--- config.mk ---
export PLATFORM = sky130hd
export DESIGN_NAME = spi_slave
export DESIGN_NICKNAME = d
export VERILOG_FILES = /design/src/rtl/spi_slave.sv
export SDC_FILE = /design/constraint.sdc
export NUM_CORES = 1
export LEC_CHECK = 0
export BUFFER_PORTS_ARGS = -buffer_cell sky130_fd_sc_hd__buf_2
export CELL_PAD_IN_SITES_DETAIL_PLACEMENT = 0
export CELL_PAD_IN_SITES_GLOBAL_PLACEMENT = 1
export CORE_ASPECT_RATIO = 0.9
export CORE_MARGIN = 3
export CORE_UTILIZATION = 35
export DETAILED_ROUTE_END_ITERATION = 10
export PLACE_DENSITY_LB_ADDON = 0.1
export SLEW_MARGIN = 25
export SYNTH_ARGS = -nofsm -noshare
export SYNTH_HDL_FRONTEND = slang
export SYNTH_SLANG_ARGS = --single-unit
export TNS_END_PERCENT = 30
--- constraint.sdc ---
create_clock -name clk -period 2.45 [get_ports clk]
set_clock_uncertainty 0.1 [all_clocks]
set_input_delay 0.245 -clock clk [delete_from_list [all_inputs] [get_ports clk]]
set_output_delay 0.245 -clock clk [all_outputs]
set_load 0.1 [all_outputs]
--- src/rtl/spi_slave.sv ---
// spi_slave: 16-bit SPI mode-0 responder, every pin oversampled in clk.
// One-word tx holding register, received-word strobe and underrun pulse.
module spi_slave #(
    parameter int SYNC_STAGES = 2,
    parameter int DATA_WIDTH  = 16
) (
    input  logic                  clk,
    input  logic                  rst,
    input  logic                  sck,
    input  logic                  mosi,
    input  logic                  cs_n,
    output logic                  miso,
    input  logic [DATA_WIDTH-1:0] tx_data,
    input  logic                  tx_write,
    output logic                  tx_full,
    output logic [DATA_WIDTH-1:0] rx_data,
    output logic                  rx_valid,
    output logic                  underrun,
    output logic                  busy
);

    localparam int CW = $clog2(DATA_WIDTH);
    localparam logic [CW-1:0] LAST = CW'(DATA_WIDTH - 1);

    if (SYNC_STAGES < 2 || DATA_WIDTH != 16) begin : g_bad_params
        $error("spi_slave: unsupported SYNC_STAGES or DATA_WIDTH");
    end

    logic [SYNC_STAGES-1:0] sck_sync;
    logic [SYNC_STAGES-1:0] mosi_sync;
    logic [SYNC_STAGES-1:0] cs_sync;
    logic                   sck_p;
    logic                   cs_p;

    logic                   sck_s;
    logic                   mosi_s;
    logic                   cs_s;
    logic                   rise;
    logic                   fall;

    logic [DATA_WIDTH-1:0]  tx_hold;
    logic [DATA_WIDTH-1:0]  tx_shift;
    logic [DATA_WIDTH-1:0]  rx_shift;
    logic [CW-1:0]          bit_cnt;
    logic                   load_pending;
    logic                   word_end;

    assign sck_s  = sck_sync[SYNC_STAGES-1];
    assign mosi_s = mosi_sync[SYNC_STAGES-1];
    assign cs_s   = cs_sync[SYNC_STAGES-1];

    assign rise = sck_s & ~sck_p;
    assign fall = ~sck_s & sck_p;
    assign busy = ~cs_s & (bit_cnt != '0);

    always_ff @(posedge clk) begin
        if (rst) begin
            sck_sync  <= '0;
            mosi_sync <= '0;
            cs_sync   <= '1;
            sck_p     <= 1'b0;
            cs_p      <= 1'b1;
        end else begin
            sck_sync  <= {sck_sync[SYNC_STAGES-2:0], sck};
            mosi_sync <= {mosi_sync[SYNC_STAGES-2:0], mosi};
            cs_sync   <= {cs_sync[SYNC_STAGES-2:0], cs_n};
            sck_p     <= sck_s;
            cs_p      <= cs_s;
        end
    end

    always_ff @(posedge clk) begin
        if (rst) begin
            tx_hold      <= '0;
            tx_full      <= 1'b0;
            tx_shift     <= '0;
            rx_shift     <= '0;
            rx_data      <= '0;
            rx_valid     <= 1'b0;
            underrun     <= 1'b0;
            miso         <= 1'b0;
            bit_cnt      <= '0;
            load_pending <= 1'b1;
            word_end     <= 1'b0;
        end else begin
            rx_valid <= 1'b0;
            underrun <= 1'b0;

            if (cs_s) begin
                bit_cnt      <= '0;
                rx_shift     <= '0;
                miso         <= 1'b0;
                load_pending <= 1'b1;
                word_end     <= 1'b0;
            end else begin
                // Next-word load: holding register if present, else zeros.
                if (load_pending && tx_full) begin
                    tx_shift     <= tx_hold;
                    miso         <= tx_hold[DATA_WIDTH-1];
                    tx_full      <= 1'b0;
                    load_pending <= 1'b0;
                end else if (load_pending && rise) begin
                    tx_shift     <= '0;
                    miso         <= 1'b0;
                    underrun     <= 1'b1;
                    load_pending <= 1'b0;
                end

                if (rise) begin
                    rx_shift <= {rx_shift[DATA_WIDTH-2:0], mosi_s};
                    if (bit_cnt == LAST) begin
                        rx_data  <= {rx_shift[DATA_WIDTH-2:0], mosi_s};
                        rx_valid <= 1'b1;
                        bit_cnt  <= '0;
                        word_end <= 1'b1;
                    end else begin
                        bit_cnt <= bit_cnt + 1'b1;
                    end
                end

                if (fall) begin
                    if (word_end) begin
                        word_end     <= 1'b0;
                        load_pending <= 1'b1;
                    end else begin
                        tx_shift <= tx_shift << 1;
                        miso     <= tx_shift[DATA_WIDTH-2];
                    end
                end
            end

            // A write coinciding with a load keeps the new word queued.
            if (tx_write) begin
                tx_hold <= tx_data;
                tx_full <= 1'b1;
            end
        end
    end

endmodule
# [Word-level counts from Yosys, hierarchy flattened]
# Index checks and enable logic that the tools add are counted.
[op_classes] mux=22 n_addsub=1 n_reduce_logical=9 bitwise=7 n_eq_ne=2
[op_table] operator="$mux 16" n=4
[op_table] operator="$mux 1" n=17
[op_table] operator="$reduce_or 3->1" n=2
[op_table] operator="$add 4x1->4 const B" n=1
[op_table] operator="$eq 4x4->1 const B" n=1
[op_table] operator="$mux 4" n=1
[op_table] operator="$not 1->1" n=4
[op_table] operator="$reduce_bool 4->1" n=1
[op_table] operator="$and 1x1->1" n=3
[op_table] operator="$reduce_and 3->1" n=1
[op_table] operator="$logic_and 1x1->1" n=2
[op_table] operator="$ne 2x2->1 const B" n=1
[op_table] operator="$reduce_and 2->1" n=1
[op_table] operator="$reduce_bool 2->1" n=1
[op_table] operator="$reduce_or 2->1" n=1
[word_totals] word_cells=56 inputBits=22 ff_bits=80 out_inout_bits=21

# [Longest topological paths before layout]
# Gate-level depths: netlist of run 1.
[depth] ltp_word=7 mapped_depth=6 ltp_nobuf=5

# [Worst setup path before layout of run 1]
# Ideal clock, no wire load.
[synth_timing] path_kind="register to output" startpoint="register bit_cnt[0]" endpoint="output port busy" required_ns=2.105 setup_slack_ns=0.044 t_arrival_ns=2.061 stages_incl_launch_ff=4 path_cell_list="dfxtp_1 > inv_1 > ha_1 > a21oi_1"
[synth_between] elab_chain_cells=2
[synth_rtl] element="from (decl)" line_no="44" text="logic [CW-1:0] bit_cnt;"
[synth_rtl] element="from (signal assigned)" line_no="117" text="bit_cnt <= bit_cnt + 1'b1;"
[synth_rtl] element="$reduce_bool 4->1" line_no="54" text="assign busy = ~cs_s & (bit_cnt != '0);"
[synth_rtl] element="$and 1x1->1" line_no="54"
[synth_rtl] element="to (decl)" line_no="19" text="output logic busy"
# Every way passes these cells.

# [Worst setup path after layout of run 1]
# Same ends and word-level chain as after synthesis.

==> metrics, run 1 <==
status=complete, no violations; GPL Wtd Cong=around 0.69; Yosys top cell by area=dfxtp_1; net switching power=approximately 530 µW; Clock Tree Buf Depth=2; critical path launch point type=register; pin count of the biggest net entering global routing=27; Ports=43; Clock transition at path regs=0.08 ns; RSZ-0062 raised after global routing=no; share of cells above drive strength 1=around a fifth; Peak VDD IR=between 0.3 and 0.4 mV; Netlist Area Pre-Place=around 0.003 mm²; Max Cap Viol=0; Area Growth Syn to Fin=17.4%; Max transition margin=a little over half; Tmin final=1.94 ns; placed cell count=roughly 440; Starting Density=about 37%; share of synthesized registers carrying an async set or reset=0%; WL/cell=around 14 µm; xor and xnor fraction of the mapped netlist area=less than 1%; port buffer count=42; P_int=about 1.9 mW; Synth top cells by count=dfxtp_1, nand2_1, nor2_1, mux2i_1, a21oi_1; Iter 0 DRT Violations=105; post-synthesis simple-gate area fraction=around 15%; grt total ovfl=0; Synth Area in Adders=less than 1%; multiplexer share of the synthesized area=10.8%; Chip Width=slightly above 100 µm; Gate power share=between 5 and 6%; largest family of logic cells by synthesized area=compound AO/OA/AOI/OAI gates; Final Util=42.9%; LEAKAGE=1.35 nW; Clk pwr share=between 40% and 50%; sequential element share of the synthesized area=approximately 53%; drt pass-1 iters=4; CP startpoint=bit_cnt[0]$_SDFFE_PP0N_; worst hold margin=between 0.04 and 0.05 ns; first-pass GRT wire length=between 10,000 and 15,000 µm; reg2reg start=bit_cnt[0]$_SDFFE_PP0N_; final worst-path setup slack=0.509 ns; Syn Inst Count=just over 300; EDFF count, synth=0; CP arrival=about 1.6 ns; flop2flop setup slack=just under 0.8 ns; non-filler cells, final=~460; vias in the first global route=between 2,000 and 2,500; endpoints failing setup=0; switch share=21.9%; Netlist cell types=34; height of the die=about 93 µm; Total Neg Setup Slack=0 ns; sequential power share=54.2%; Ant. Diodes=0; Hold Crit Start=tx_data[5]; drt drc=0; initial antenna violation count=0; syn nets=roughly 340; CP required=approximately 2.1 ns; Crit. End Element=primary output; synth warn=0; Max Freq=roughly 500 MHz; top-count cell post-synth=dfxtp_1; Hold WC Path Type=input port to register; Power Density=699 mW/mm²; vias=2,278; Antenna Nets Post-Route=0; clock insertion delay at the later pin of the skew report=roughly 0.34 ns; Global Route Usage Sum=14.3%; Compound-Gate Fraction of Synth Area=~16%; Least-Margin Pin Slew=between 0.7 and 0.8 ns; Via density=around 5; final hold violations=0; pins over their slew limit=0; Synth Flop Type=dfxtp_1; post-synth top area share=about 53%; Place WS=between 0.7 and 0.8 ns; nets=approximately 380; DP Wirelength=between 4000 and 5000 µm; clk sinks=79; Clock Tree Root=clkbuf_8; core area=slightly above 0.008 mm²; Period Utilization, post-route=just under 80%; TritonCTS buffer count=9; Mean Syn Cell Area=around 9.6 µm²; H-Tree Depth=3; synthesized flop and latch total=79; Crit Path Class=register to primary output; largest cells by area after synthesis=dfxtp_1, mux2i_1, nand2_1; Rows=31; die area=0.00965 mm²; Worst Path Max Fanout=4; CTS tree=done; final wirelength=approximately 6300 µm; setup repair bufs after CTS=0
## layout make-up
class                   instances  area [µm²]
multi-input cells             204        1270
clock inverters                 3        40.0
clock buffers                  13         169
repair buffers                 52         293
inverters                       6        22.5
fillers                       812        4650
well taps                      99         124
flip-flops and latches         79        1580
## power by group through the flow
stage | Combinational, mW | Clock [mW] | Sequential, mW
after global routing | 0.147 | 1.10 | 1.33
after detailed placement | 0.130 | 0 | 1.36
after floorplan | 0.0827 | 0 | 1.36
after CTS | 0.134 | 1.04 | 1.32
after global placement | 0.128 | 0 | 1.36
final | 0.131 | 0.988 | 1.33
## cell usage in the layout, fill, tap and decap left out, types with 2 or more instances in the layout
master / Yosys / layout
dlygate4sd3_1: 0 / 3
o21ai_1: 2 / 2
nand3_1: 4 / 4
nor2_1: 35 / 35
a32oi_1: 14 / 14
clkbuf_8: 0 / 12
buf_2: 7 / 42
o21ai_0: 17 / 17
buf_4: 1 / 7
nand2_1: 38 / 38
a31oi_1: 2 / 2
dfxtp_1: 79 / 79
a21oi_1: 21 / 21
nor2b_1: 7 / 7
clkinv_2: 0 / 2
or2_2: 2 / 2
a22oi_1: 14 / 14
inv_1: 6 / 6
mux2i_1: 32 / 32
ha_1: 2 / 2
## what timing repair did
action	in CTS	in global routing
resized for setup	0	0
hold buffers	3	0
hold endpoints to repair	3	0
## metal layers
| layer | vias to the layer above | share of wire, % | GRT usage, % |
|---|---|---|---|
| li1 | 1165 | - | - |
| met1 | 1073 | 52 | 20.1 |
| met2 | 38 | 44 | 20.1 |
| met3 | 2 | 3.7 | 5.07 |
| met4 | 0 | 0.59 | 5.18 |
| met5 | - | 0 | 0 |
## sequential cells by signal, summed over array words and instances (netlist names)
name	cells
miso	1
rx_valid	1
sck_sync	2
sck_p	1
tx_hold	16
tx_full	1
load_pending	1
underrun	1
tx_shift	15
rx_shift	15
bit_cnt	4
rx_data	16
cs_sync	2
mosi_sync	2
word_end	1
## path summary, 6_finish.rpt
check,cells past startpoint,endpoint
max,4,busy
min,3,tx_hold[5]$_SDFFE_PP0P_
max reg2reg,6,rx_data[11]$_SDFFE_PP0P_
min reg2reg,1,cs_sync[1]$_SDFF_PP1_
## cells by family after synthesis
| group | after synthesis |
|---|---|
| AND/OR/NAND/NOR | 96 |
| buffers and inverters | 28 |
| XOR/XNOR | 1 |
| flip-flops | 79 |
| adder cells (fa/ha/maj) | 2 |
| AO/OA/AOI/OAI | 73 |
| multiplexers | 32 |
## worst max-delay path, stage by stage (launching register included)
cell and delay (ns):
dfxtp_1 0.38, inv_1 0.09, ha_1 0.19, a21oi_1 0.14, buf_2 0.45
## stage by stage
step | instance area [µm²] | total power [mW]
after CTS | 3500 | 2.50
after detailed placement | 3260 | 1.49
after global placement | 3260 | 1.48
final | 3500 | 2.44
after global routing | 3500 | 2.58
after floorplan | 2980 | 1.44
No activity file was read; power rests on OpenSTA's default activity.
==> run 2: changes to the inputs <==
clock period = 1.96 ns   (was 2.45 ns; I/O delays follow)
==> metrics, run 2 (same netlist as run 1, synthesis figures left out) <==
status=complete, no violations; LEAKAGE=1.41 nW (+4.4%); initial antenna violation count=0 (unchanged); TritonCTS buffer count=9 (unchanged); switch share=22.8% (+0.92 points); Clock Tree Root=clkbuf_8; GPL Wtd Cong=0.676 (-1.6%); CP required=1.66 ns (-0.45 ns); vias=2,272 (-0.26%); grt total ovfl=0 (unchanged); cell depth of the worst setup path=4 (unchanged); core area=0.00815 mm² (unchanged); Place WS=0.337 ns (-0.414 ns); worst reg2reg path depth=3 (-3); reg2reg start=sck_sync[1]$_SDFF_PP0_; worst flop-to-flop path endpoint=tx_shift[6]$_SDFFE_PP0N_; Power Density=828 mW/mm² (+18%); clock insertion delay at the later pin of the skew report=0.34 ns (about the same); WL/cell=13.5 µm (-2.0%); CP startpoint=bit_cnt[0]$_SDFFE_PP0N_; worst path bufs/invs=2 (unchanged); Final Util=44.9% (+2.0 points); Ports=43 (unchanged); post-route cell area=0.00365 mm² (+4.5%); pin count of the biggest net entering global routing=25 (-7.4%); DP Wirelength=4110 µm (+0.55%); nets=392 (+4.3%); final hold violations=0 (unchanged); Starting Density=36.5% (unchanged); CTS tree=done; port buffer count=42 (unchanged); flop2flop setup slack=0.31 ns (-0.46 ns); drt pass-1 iters=4 (unchanged); vias in the first global route=2,161 (+0.46%); Crit. End Element=primary output; Worst Path Max Fanout=4 (unchanged); slowest CP cell=dfxtp_1; Iter 0 DRT Violations=78 (-26%); share of cells above drive strength 1=19.6% (-0.32 points); CP cell instances=inv_1 -> ha_1 -> a21oi_2 -> clkbuf_4; critical path's largest stage delay=0.38 ns (-0.07 ns); Global Route Usage Sum=14.5% (+0.19 points); Ant. Diodes=0 (unchanged); Max transition margin=53.7% (+1.4 points); final worst-path setup slack=0.180 ns (-0.329 ns); critical path launch point type=register; Rows=31 (unchanged); most frequent cells in the layout=dfxtp_1, buf_2, nand2_1; Placed Area=0.00328 mm² (+0.77%); first-pass GRT wire length=11,000 µm (+2.7%); clk sinks=79 (unchanged); Period Utilization, post-route=between 90 and 100%; crit path to=busy; fill cell count=800 (-1.5%); height of the die=93.5 µm (unchanged); Gate power share=6.0% (+0.6 points); Tmin final=around 1.8 ns; Clock transition at path regs=0.08 ns (about the same); Hold WC Path Type=input port to register; pins over their slew limit=0 (unchanged); RSZ-0062 raised after global routing=no; Crit Path Class=register to primary output; Chip Width=103 µm (unchanged); die area=0.00965 mm² (unchanged); drt drc=0 (unchanged); Max Freq=roughly 560 MHz; net switching power=689 µW (+29%); Antenna Nets Post-Route=0 (unchanged); Via density=4.81 (-3.6%); sequential power share=55.0% (+0.8 points); Peak VDD IR=0.385 mV (+17%); final wirelength=6380 µm (+1.4%); CP top delay family=buffers and inverters; Max Cap Viol=0 (unchanged); H-Tree Depth=3 (unchanged); setup repair bufs after CTS=0 (unchanged); Least-Margin Pin Slew=0.695 ns (-0.0205 ns); largest registers=rx_data (16), tx_hold (16); endpoints failing setup=0 (unchanged); commonest non-fill, non-tap cell in the layout=dfxtp_1; Clk pwr share=39.0% (-1.4 points); Total Neg Setup Slack=0 ns (unchanged); P_int=2.34 mW (+22%); Clock Tree Buf Depth=2 (unchanged); Area Growth Syn to Fin=22.8%; CP arrival=1.48 ns (-0.12 ns)
==> run 2: cell types whose count changed in the layout (fill, tap and decap cells not counted), sizes merged <==
cell / previous run / this run
clkinv: 2 / 3
dlygate4sd3: 3 / 18
==> run 2: cell type report <==
class | instances | area, µm² | area share [%]
flip-flops and latches | 79 | 1580 | 43.3
multi-input cells | 204 | 1270 | 34.7
repair buffers | 68 | 465 | 12.7
clock buffers | 12 | 145 | 3.97
well taps | 99 | 124 | 3.39
clock inverters | 4 | 45.0 | 1.23
inverters | 6 | 22.5 | 0.616
==> run 2: worst min path at each step <==
| stage | start | end | depth (start not counted) |
|---|---|---|---|
| after floorplan | cs_n | cs_sync[0]$_SDFF_PP1_ | 1 |
| after global placement | cs_n | cs_sync[0]$_SDFF_PP1_ | 2 |
| after detailed placement | cs_n | cs_sync[0]$_SDFF_PP1_ | 2 |
| after CTS | tx_data[4] | tx_hold[4]$_SDFFE_PP0P_ | 3 |
| after global routing | tx_data[4] | tx_hold[4]$_SDFFE_PP0P_ | 3 |
| final | tx_data[4] | tx_hold[4]$_SDFFE_PP0P_ | 3 |
==> run 2: worst reg2reg max path, delay by kind of cell (launching register included) <==
| kind | cells | cell delay, ns |
|---|---|---|
| compound gates | 1 | 0.17 |
| flops | 1 | 0.39 |
| simple gates | 2 | 0.86 |
==> run 2: metrics by stage <==
step	std cells	total power, mW	hold slack [ns]
after floorplan	311	1.80	0.200
after global placement	438	1.86	0.279
after detailed placement	438	1.86	0.281
after CTS	472	3.08	0.000105
after global routing	472	3.17	0.0265
final	472	3.02	0.0173
==> run 2: routing by layer <==
metal	vias up	track usage (%)	share of wire, %
met5	-	0	0
met4	0	4.64	1.2
met3	6	4.85	5.2
met2	52	18.6	39
met1	1010	22.3	55
li1	1204	-	-
==> run 2: power by group through the flow <==
stage / clock network [mW] / registers (mW) / logic (mW)
finish: 1.18 / 1.66 / 0.180
global route: 1.30 / 1.67 / 0.202
CTS: 1.24 / 1.66 / 0.184
detailed placement: 0 / 1.70 / 0.156
global placement: 0 / 1.70 / 0.155
floorplan: 0 / 1.70 / 0.103
==> run 2: timing repair <==
item                       4_1_cts  5_1_grt
hold endpoints to repair        18        0
hold buffers                    18        0
gates resized for setup          0        1
setup endpoints to repair        0        1
==> run 3: changes to the inputs <==
==> constraint.sdc (replaced) <==
create_clock -name clk -period 1.96 [get_ports clk]
set_clock_uncertainty 0.1 [all_clocks]
set_input_delay 0.098 -clock clk [delete_from_list [all_inputs] [get_ports clk]]
set_output_delay 0.098 -clock clk [all_outputs]
set_load 0.1 [all_outputs]
==> metrics, run 3 (same netlist as run 1, synthesis figures left out) <==
status=complete, no violations; Tmin final=1.79 ns (+0.00850 ns); non-filler cells, final=473 (+0.21%); DP Wirelength=4090 µm (-0.38%); switch share=21.7% (-1.0 points); setup repair bufs after CTS=0 (unchanged); Clock Tree Buf Depth=2 (unchanged); slowest CP cell=buf_2; WL/cell=13.8 µm (+1.9%); Placed Area=0.00329 mm² (+0.23%); final wirelength=6510 µm (+2.1%); Clk pwr share=41.2% (+2.2 points); RSZ-0062 raised after global routing=no; port buffer count=42 (unchanged); Starting Density=36.5% (unchanged); final hold violations=0 (unchanged); CP top delay family=buffers and inverters; drt drc=0 (unchanged); Rows=31 (unchanged); H-Tree Depth=3 (unchanged); critical path launch point type=register; Iter 0 DRT Violations=87 (+12%); grt total ovfl=0 (unchanged); Global Route Usage Sum=14.5% (+0.035 points); Clock Tree Root=clkbuf_8; Max transition margin=50.5% (-3.2 points); vias=2,355 (+3.7%); share of cells above drive strength 1=19.8% (+0.22 points); Least-Margin Pin Slew=0.742 ns (+0.0475 ns); endpoints failing setup=0 (unchanged); height of the die=93.5 µm (unchanged); CP arrival=1.59 ns (+0.11 ns); initial antenna violation count=0 (unchanged); TritonCTS buffer count=9 (unchanged); vias in the first global route=2,139 (-1.0%); Period Utilization, post-route=91.2% (+0.43 points); Peak VDD IR=0.406 mV (+5.4%); CP required=1.76 ns (+0.10 ns); placed cell count=439 (+0.23%); Post-CTS Hold Fix Bufs=19 (+1); LEAKAGE=1.43 nW (+1.3%); Hold WC Path Type=input port to register; P_int=2.46 mW (+5.4%); Crit Path Class=register to primary output; CTS tree=done; Crit. End Element=primary output; sequential power share=52.7% (-2.3 points); clock insertion delay at the later pin of the skew report=0.34 ns (about the same); first-pass GRT wire length=10,900 µm (-0.76%); Via density=4.98 (+3.4%); commonest non-fill, non-tap cell in the layout=dfxtp_1; flop2flop setup slack=0.33 ns (+0.02 ns); net switching power=684 µW (-0.74%); Max Freq=559 MHz (-0.48%); Chip Width=103 µm (unchanged); CP cell instances=inv_1 -> ha_1 -> a21oi_2 -> buf_2; GPL Wtd Cong=0.687 (+1.5%); Worst Path Max Fanout=4 (unchanged); fill cell count=810 (+1.3%); worst path bufs/invs=2 (unchanged); total power=3.15 mW (+4.0%); pin count of the biggest net entering global routing=24 (-4.0%); Gate power share=6.1% (about the same); clk sinks=79 (unchanged); largest registers=rx_data (16), tx_hold (16); nets=394 (+0.51%); Max Cap Viol=0 (unchanged); critical path's largest stage delay=0.44 ns (+0.06 ns); Ant. Diodes=0 (unchanged); Clock transition at path regs=0.07 ns (about the same); pins over their slew limit=0 (unchanged); drt pass-1 iters=4 (unchanged); most frequent cells in the layout=dfxtp_1, buf_2, nand2_1; Area Growth Syn to Fin=24.0%; Total Neg Setup Slack=0 ns (unchanged); core area=0.00815 mm² (unchanged); post-route cell area=0.00369 mm² (+0.99%); die area=0.00965 mm² (unchanged); Ports=43 (unchanged); Power Density=852 mW/mm² (+3.0%); Antenna Nets Post-Route=0 (unchanged); PostCTS Resize Cnt=0 (unchanged)
## run 3: area by class of cell
type	count	area (µm²)	share of cell area (%)
clock buffers	11	141	3.83
clock inverters	4	70.1	1.90
inverters	6	22.5	0.610
multi-input cells	204	1270	34.4
flip-flops and latches	79	1580	42.9
well taps	99	124	3.36
repair buffers	70	480	13.0
## run 3: layer usage
metal  vias up  GRT usage (%)  share of wire (%)
li1       1206              -                  -
met1      1093           21.9                 54
met2        47           18.6                 40
met3         9           4.92                4.7
met4         0           5.50                1.5
met5         -              0                  0
## run 3: final timing paths
check | startpoint | depth (start not counted) | endpoint
worst max-delay path | bit_cnt[0]$_SDFFE_PP0N_ | 4 | busy
worst min-delay path | rst | 3 | load_pending$_SDFF_PP1_
worst max register to register | sck_sync[1]$_SDFF_PP0_ | 4 | tx_shift[0]$_SDFFE_PP0N_
worst min register to register | cs_sync[0]$_SDFF_PP1_ | 1 | cs_sync[1]$_SDFF_PP1_
## run 3: power by group through the flow
stage | clock [mW] | combinational [mW] | sequential [mW]
3_3_place_gp | 0 | 0.163 | 1.70
5_1_grt | 1.41 | 0.214 | 1.66
4_1_cts | 1.35 | 0.195 | 1.66
3_5_place_dp | 0 | 0.165 | 1.70
6_report | 1.30 | 0.193 | 1.66
2_1_floorplan | 0 | 0.103 | 1.70
## run 3: tightest hold or removal path: cells and delay by family
kind | cells | cell delay [ns]
AND/OR/NAND/NOR | 1 | 0.10
buffers and inverters | 1 | 0.13
AO/OA/AOI/OAI | 1 | 0.11
## run 3: per-stage QoR
stage / setup slack, ns / utilization (%) / hold WS, ns
2_1_floorplan: 0.250 / - / 0.102
3_3_place_gp: 0.346 / 40.4 / 0.183
3_5_place_dp: 0.350 / 40.4 / 0.183
4_1_cts: 0.123 / 45.3 / 0.0332
5_1_grt: 0.0470 / 45.3 / 0.0773
6_report: 0.172 / 45.3 / 0.0498
